===== config.mk =====
export PLATFORM = sky130hd
export DESIGN_NAME = overflow_range_buffer
export DESIGN_NICKNAME = d
export VERILOG_FILES = /design/src/rtl/overflow_range_buffer_pkg.sv /design/src/rtl/overflow_range_buffer_range_match.sv /design/src/rtl/overflow_range_buffer.sv
export SDC_FILE = /design/constraint.sdc
export NUM_CORES = 2
export LEC_CHECK = 0
export CAP_MARGIN = 20
export CORE_UTILIZATION = 30
export DETAILED_ROUTE_END_ITERATION = 8
export PLACE_DENSITY_LB_ADDON = 0.15
export RECOVER_POWER = 25
export SLEW_MARGIN = 5
export SYNTH_ARGS = -nofsm -noshare
export SYNTH_HDL_FRONTEND = slang
export SYNTH_HIERARCHICAL = 1
export SYNTH_SLANG_ARGS = --single-unit

===== constraint.sdc =====
create_clock -name clk_i -period 4.4 [get_ports clk_i]
set_input_delay 0.88 -clock clk_i [delete_from_list [all_inputs] [get_ports clk_i]]
set_output_delay 0.88 -clock clk_i [all_outputs]
set_load 0.03 [all_outputs]

===== src/rtl/overflow_range_buffer_pkg.sv =====
// Shared types for the overflow range buffer: the stored range entry and default sizing.
package overflow_range_buffer_pkg;

    localparam int DEFAULT_DEPTH = 8;
    localparam int ENTRY_AW      = 32;

    // Entries are stored at ENTRY_AW bits, so the top-level AW is expected to match it.
    typedef struct packed {
        logic                valid;
        logic [ENTRY_AW-1:0] first;
        logic [ENTRY_AW-1:0] last;
    } range_entry_t;

endpackage


===== src/rtl/overflow_range_buffer_range_match.sv =====
// Single-entry comparator: checks one stored range against the lookup and run-base addresses.
module range_match
    import overflow_range_buffer_pkg::*;
(
    input  range_entry_t        entry,
    input  logic [ENTRY_AW-1:0] find_addr,
    input  logic [ENTRY_AW-1:0] base_addr,
    output logic                in_range,
    output logic                is_first,
    output logic                overflow
);

    // An invalid entry never matches, even though its zeroed bounds would cover address 0.
    assign in_range = entry.valid && (find_addr >= entry.first) && (find_addr <= entry.last);
    assign is_first = entry.valid && (find_addr == entry.first);
    assign overflow = entry.valid && (base_addr == entry.first) && (find_addr > entry.last);

endmodule


===== src/rtl/overflow_range_buffer.sv =====
// Circular buffer of address ranges with merge-on-same-first, combinational lookup and debug read.
module overflow_range_buffer
    import overflow_range_buffer_pkg::*;
#(
    parameter int DEPTH = DEFAULT_DEPTH,
    parameter int AW    = ENTRY_AW
) (
    input  logic                     clk_i,
    input  logic                     rst_i,
    input  logic                     clear_i,
    input  logic                     en_write_i,
    input  logic [AW-1:0]            addr_first_i,
    input  logic [AW-1:0]            addr_last_i,
    input  logic [AW-1:0]            find_addr_i,
    input  logic [AW-1:0]            base_addr_i,
    input  logic [$clog2(DEPTH)-1:0] rd_idx_i,
    output logic                     addr_in_range_o,
    output logic                     addr_is_first_o,
    output logic                     read_overflow_o,
    output logic [AW-1:0]            rd_first_o,
    output logic [AW-1:0]            rd_last_o,
    output logic [$clog2(DEPTH):0]   count_o,
    output logic                     full_o,
    output logic                     wrapped_o,
    output logic                     reject_o
);

    localparam int IW = $clog2(DEPTH);

    range_entry_t     entries [DEPTH];
    logic [IW-1:0]    wr_ptr;
    logic [IW:0]      count;
    logic             wrapped;
    logic             reject;
    logic [AW-1:0]    rd_first;
    logic [AW-1:0]    rd_last;

    logic [DEPTH-1:0] hit_range;
    logic [DEPTH-1:0] hit_first;
    logic [DEPTH-1:0] hit_over;
    logic [DEPTH-1:0] merge_hit;
    logic             bad_range;
    logic             full;

    for (genvar g = 0; g < DEPTH; g++) begin : g_match
        range_match u_match (
            .entry     (entries[g]),
            .find_addr (find_addr_i),
            .base_addr (base_addr_i),
            .in_range  (hit_range[g]),
            .is_first  (hit_first[g]),
            .overflow  (hit_over[g])
        );
    end

    assign addr_in_range_o = |hit_range;
    assign addr_is_first_o = |hit_first;
    assign read_overflow_o = |hit_over;

    // A new range sharing its first address with a live entry extends that entry instead of taking a slot.
    always_comb begin
        merge_hit = '0;
        for (int i = 0; i < DEPTH; i++) begin
            merge_hit[i] = entries[i].valid && (entries[i].first == addr_first_i);
        end
    end

    assign bad_range = addr_first_i > addr_last_i;
    assign full      = count == (IW+1)'(DEPTH);

    always_ff @(posedge clk_i) begin
        if (rst_i) begin
            for (int i = 0; i < DEPTH; i++) begin
                entries[i] <= '0;
            end
            wr_ptr   <= '0;
            count    <= '0;
            wrapped  <= 1'b0;
            reject   <= 1'b0;
            rd_first <= '0;
            rd_last  <= '0;
        end else begin
            reject   <= 1'b0;
            rd_first <= entries[rd_idx_i].valid ? entries[rd_idx_i].first : '0;
            rd_last  <= entries[rd_idx_i].valid ? entries[rd_idx_i].last  : '0;

            if (clear_i) begin
                for (int i = 0; i < DEPTH; i++) begin
                    entries[i] <= '0;
                end
                wr_ptr  <= '0;
                count   <= '0;
                wrapped <= 1'b0;
            end else if (en_write_i) begin
                if (bad_range) begin
                    reject <= 1'b1;
                end else if (|merge_hit) begin
                    for (int i = 0; i < DEPTH; i++) begin
                        if (merge_hit[i] && (addr_last_i > entries[i].last)) begin
                            entries[i].last <= addr_last_i;
                        end
                    end
                end else begin
                    // Slots fill in order, so once full the slot at wr_ptr is always the oldest.
                    entries[wr_ptr] <= '{valid: 1'b1, first: addr_first_i, last: addr_last_i};
                    wr_ptr          <= wr_ptr + IW'(1);
                    if (full) begin
                        wrapped <= 1'b1;
                    end else begin
                        count <= count + (IW+1)'(1);
                    end
                end
            end
        end
    end

    assign rd_first_o = rd_first;
    assign rd_last_o  = rd_last;
    assign count_o    = count;
    assign full_o     = full;
    assign wrapped_o  = wrapped;
    assign reject_o   = reject;

endmodule


==> impl_metrics.json <==
{
  "status": "finished, violations left",
  "violations": "max-capacitance violations, max-slew violations, negative setup slack",
  "portBuffers": 208,
  "die_y_um": 416,
  "synth_warnings": 6,
  "slew_violations": 30,
  "avgSynthCellArea_um2": 9.76,
  "fp.coreArea_um2": 170000,
  "rr_startpoint": "entries[0][64]$_SDFFE_PP1P_",
  "ctsHoldBuffers": 0,
  "vias": 49000,
  "worst-path-max-fanout": 16,
  "path_class": "in2reg",
  "fill_cells": 16700,
  "startpoint_type": "primary input",
  "setup_ws_ns": -0.312,
  "htreeDepth": 3,
  "cts_tree": "built",
  "synthTopCellsByArea": "edfxtp_1 30%, ha_1 20%, inv_1 5.8%",
  "cts_made_buffers": 83,
  "worstReg2RegEnd": "rd_first_o[3]$_SDFF_PP0_",
  "layout_commonest_cell": "buf_4",
  "final_nets": 7479,
  "grt_pass1_vias": 48600,
  "wl_mm": 294,
  "hold_class": "reg2reg",
  "overflow": 0,
  "ys.flop_type": "edfxtp_1",
  "synth.distinct_cells": 84,
  "drt_iter0_markers": 5281,
  "clockBufferDepth": 3,
  "required_ns": 4.87,
  "powerDensity_nw_per_um2": 268,
  "place_ws_ns": -1.40,
  "synth_top_area_share_pct": 29.9,
  "syn_inst": 5272,
  "crit_path_end_kind": "flip-flop",
  "ys_seq_area_share_pct": 33.0,
  "r2r_slack_ns": 0.11,
  "io_pins": 209,
  "cts_sinks": 593,
  "cap_violations": 1,
  "drc": 0,
  "setup_viol": 549,
  "ys_ff_latch": 593,
  "antenna_found_initial": 15,
  "die-area_um2": 173000,
  "finalClockSkew_ns": 0.0413,
  "die_w_um": 416,
  "power.leakage_nw": 30.6,
  "synth_edf_count": 512,
  "crit_start": "addr_first_i[31]",
  "layout_min_cycle_time_ns": 4.71,
  "area_growth_pct": 38.2,
  "initial_utilization_pct": 30.3,
  "detail-route-antenna-nets": 0,
  "final_cell_mix": "931 x buf_4, 791 x inv_1, 724 x ha_1, 523 x nor2_1, 512 x edfxtp_1",
  "gp_congestion": 1.03,
  "worst-endpoint-arrival_ns": 5.18,
  "reg2regPathDepth": 5,
  "post_drt_wl_per_cell_um": 33.3,
  "rows": 151,
  "grt_usage_pct": 33.0,
  "finalCritPeriodShare_pct": 107,
  "clock_latency_ns": 0.73,
  "hpwl_mm": 236,
  "grt_max_degree": 46,
  "cts-root-buf": "clkbuf_16",
  "synth-async-reset-ratio_pct": 0,
  "drive_above_1_share_pct": 26.8,
  "dr.pass1.iters": 6,
  "crit_path_end": "entries[4][26]$_DFFE_PP_",
  "ir_drop_mv": 0.310,
  "path_clk_slew_ns": 0.05,
  "multiInputGateArea_um2": 32900,
  "max_slew.worst_pin.slew_ns": 2.51,
  "synth_fp_nets": 6210,
  "slew_headroom_pct": -67.5,
  "yosysTopAreaCell": "edfxtp_1",
  "hold_violations": 0,
  "netlist_area_um2": 51400,
  "fmax_mhz": 212,
  "seqCellArea_um2": 17000,
  "grt_pass1_wl_mm": 394,
  "fin_util_pct": 41.8,
  "rsz0062_at_grt": "true",
  "vias_per_cell": 5.55
}
[where the power goes]
group          internal, mW  switching (mW)  total (mW)
logic                  2.28            3.13        5.42
clock network          4.12            2.94        7.06
registers              6.32           0.248        6.57
total                  12.7            6.32        19.0
[cell families after synthesis]
group / count (synthesis) / synth area share (%)
buffers and inverters: 975 / 7.56
xor gates and xnor gates: 513 / 8.75
muxes: 196 / 6.98
adders and majority gates: 803 / 19.5
AOI/OAI and AO/OA: 675 / 8.68
DFF: 593 / 33.0
and+or+nand+nor: 1517 / 15.4
[critical path, cell delays in order]
cell and delay [ns]:
dlygate4sd3_1 0.66, clkbuf_2 0.20, xor2_1 0.20, clkbuf_4 0.16, nor4_1 0.69, buf_4 0.30
nand4_1 0.14, or4_1 0.55, clkbuf_2 0.25, nand4_2 0.24, nor4_4 0.09, buf_4 0.17
a21oi_4 0.25, buf_4 0.29, nor2_1 0.07
[cell type report]
class | count | area share, %
clock inverters | 50 | 0.794
inverters | 832 | 4.42
repair buffers | 1327 | 17.7
clock buffers | 100 | 3.07
diodes | 3 | 0.0106
multi-input cells | 3704 | 46.2
well taps | 2218 | 3.90
flip-flops and latches | 593 | 23.9
[worst min path at each step]
stage | from | to | slack (ns) | cells after the start
6_report | wrapped_o$_SDFFE_PP0P_ | wrapped_o$_SDFFE_PP0P_ | 0.48 | 2
2_1_floorplan | entries[7][64]$_SDFFE_PP1P_ | entries[7][64]$_SDFFE_PP1P_ | 0.47 | 2
4_1_cts | wrapped_o$_SDFFE_PP0P_ | wrapped_o$_SDFFE_PP0P_ | 0.49 | 2
3_3_place_gp | wrapped_o$_SDFFE_PP0P_ | wrapped_o$_SDFFE_PP0P_ | 0.46 | 2
3_5_place_dp | wrapped_o$_SDFFE_PP0P_ | wrapped_o$_SDFFE_PP0P_ | 0.48 | 2
5_1_grt | wrapped_o$_SDFFE_PP0P_ | wrapped_o$_SDFFE_PP0P_ | 0.53 | 2
[flip-flops by register name, indices dropped and copies added, names as in the netlist]
signal	count
reject_o	1
count_o	4
entries	520
rd_first_o	32
wrapped_o	1
rd_last_o	32
wr_ptr	3
[cells in the mapped netlist, types with 25 or more instances]
cell	count
xor2_1	314
o21ai_0	99
nand2_1	165
nor3_1	62
ha_1	803
a21oi_1	261
and4_1	25
nor2b_1	27
clkinv_1	33
nor4_1	150
nand3_1	99
a2111oi_0	26
and2_1	34
or4_1	34
buf_1	25
dfxtp_1	81
nor2_1	526
inv_1	799
clkbuf_1	47
a21oi_2	31
edfxtp_1	512
xnor2_1	198
mux2i_1	66
and3_1	75
mux4_2	130
nand4_1	245
buf_2	51
a211oi_1	40
a21o_1	94
[stage by stage]
stage                     instance area, um^2  TNS, ns  hold WS (ns)  std cells  total power, mW
after global routing                    71100   -54.49         0.530       8826             19.6
after CTS                               69800   -0.578         0.488       8767             18.9
final                                   71100   -82.59         0.475       8827             19.0
after detailed placement                65000  -606.29         0.475       8553             11.6
after floorplan                         51400        0         0.473       5272             8.78
after global placement                  65000  -580.70         0.462       8552             11.6
[what timing repair did]
item                       CTS  global route
gates resized for setup    365           183
pin swaps                   98           109
cloned                       5             5
setup buffers               69            61
setup endpoints to repair   77           166
hold endpoints to repair     0             0
[metal layers]
layer / up-vias / share of wire [%] / track usage, % / wire length, um
met5: - / 0.0051 / 0 / 15
met4: 2 / 7.1 / 19.9 / 21000
met3: 612 / 6.4 / 4.99 / 18800
met2: 2166 / 45 / 53.0 / 133000
met1: 24600 / 41 / 41.8 / 122000
li1: 21500 / - / - / -
Power figures use the tool's default switching activity.
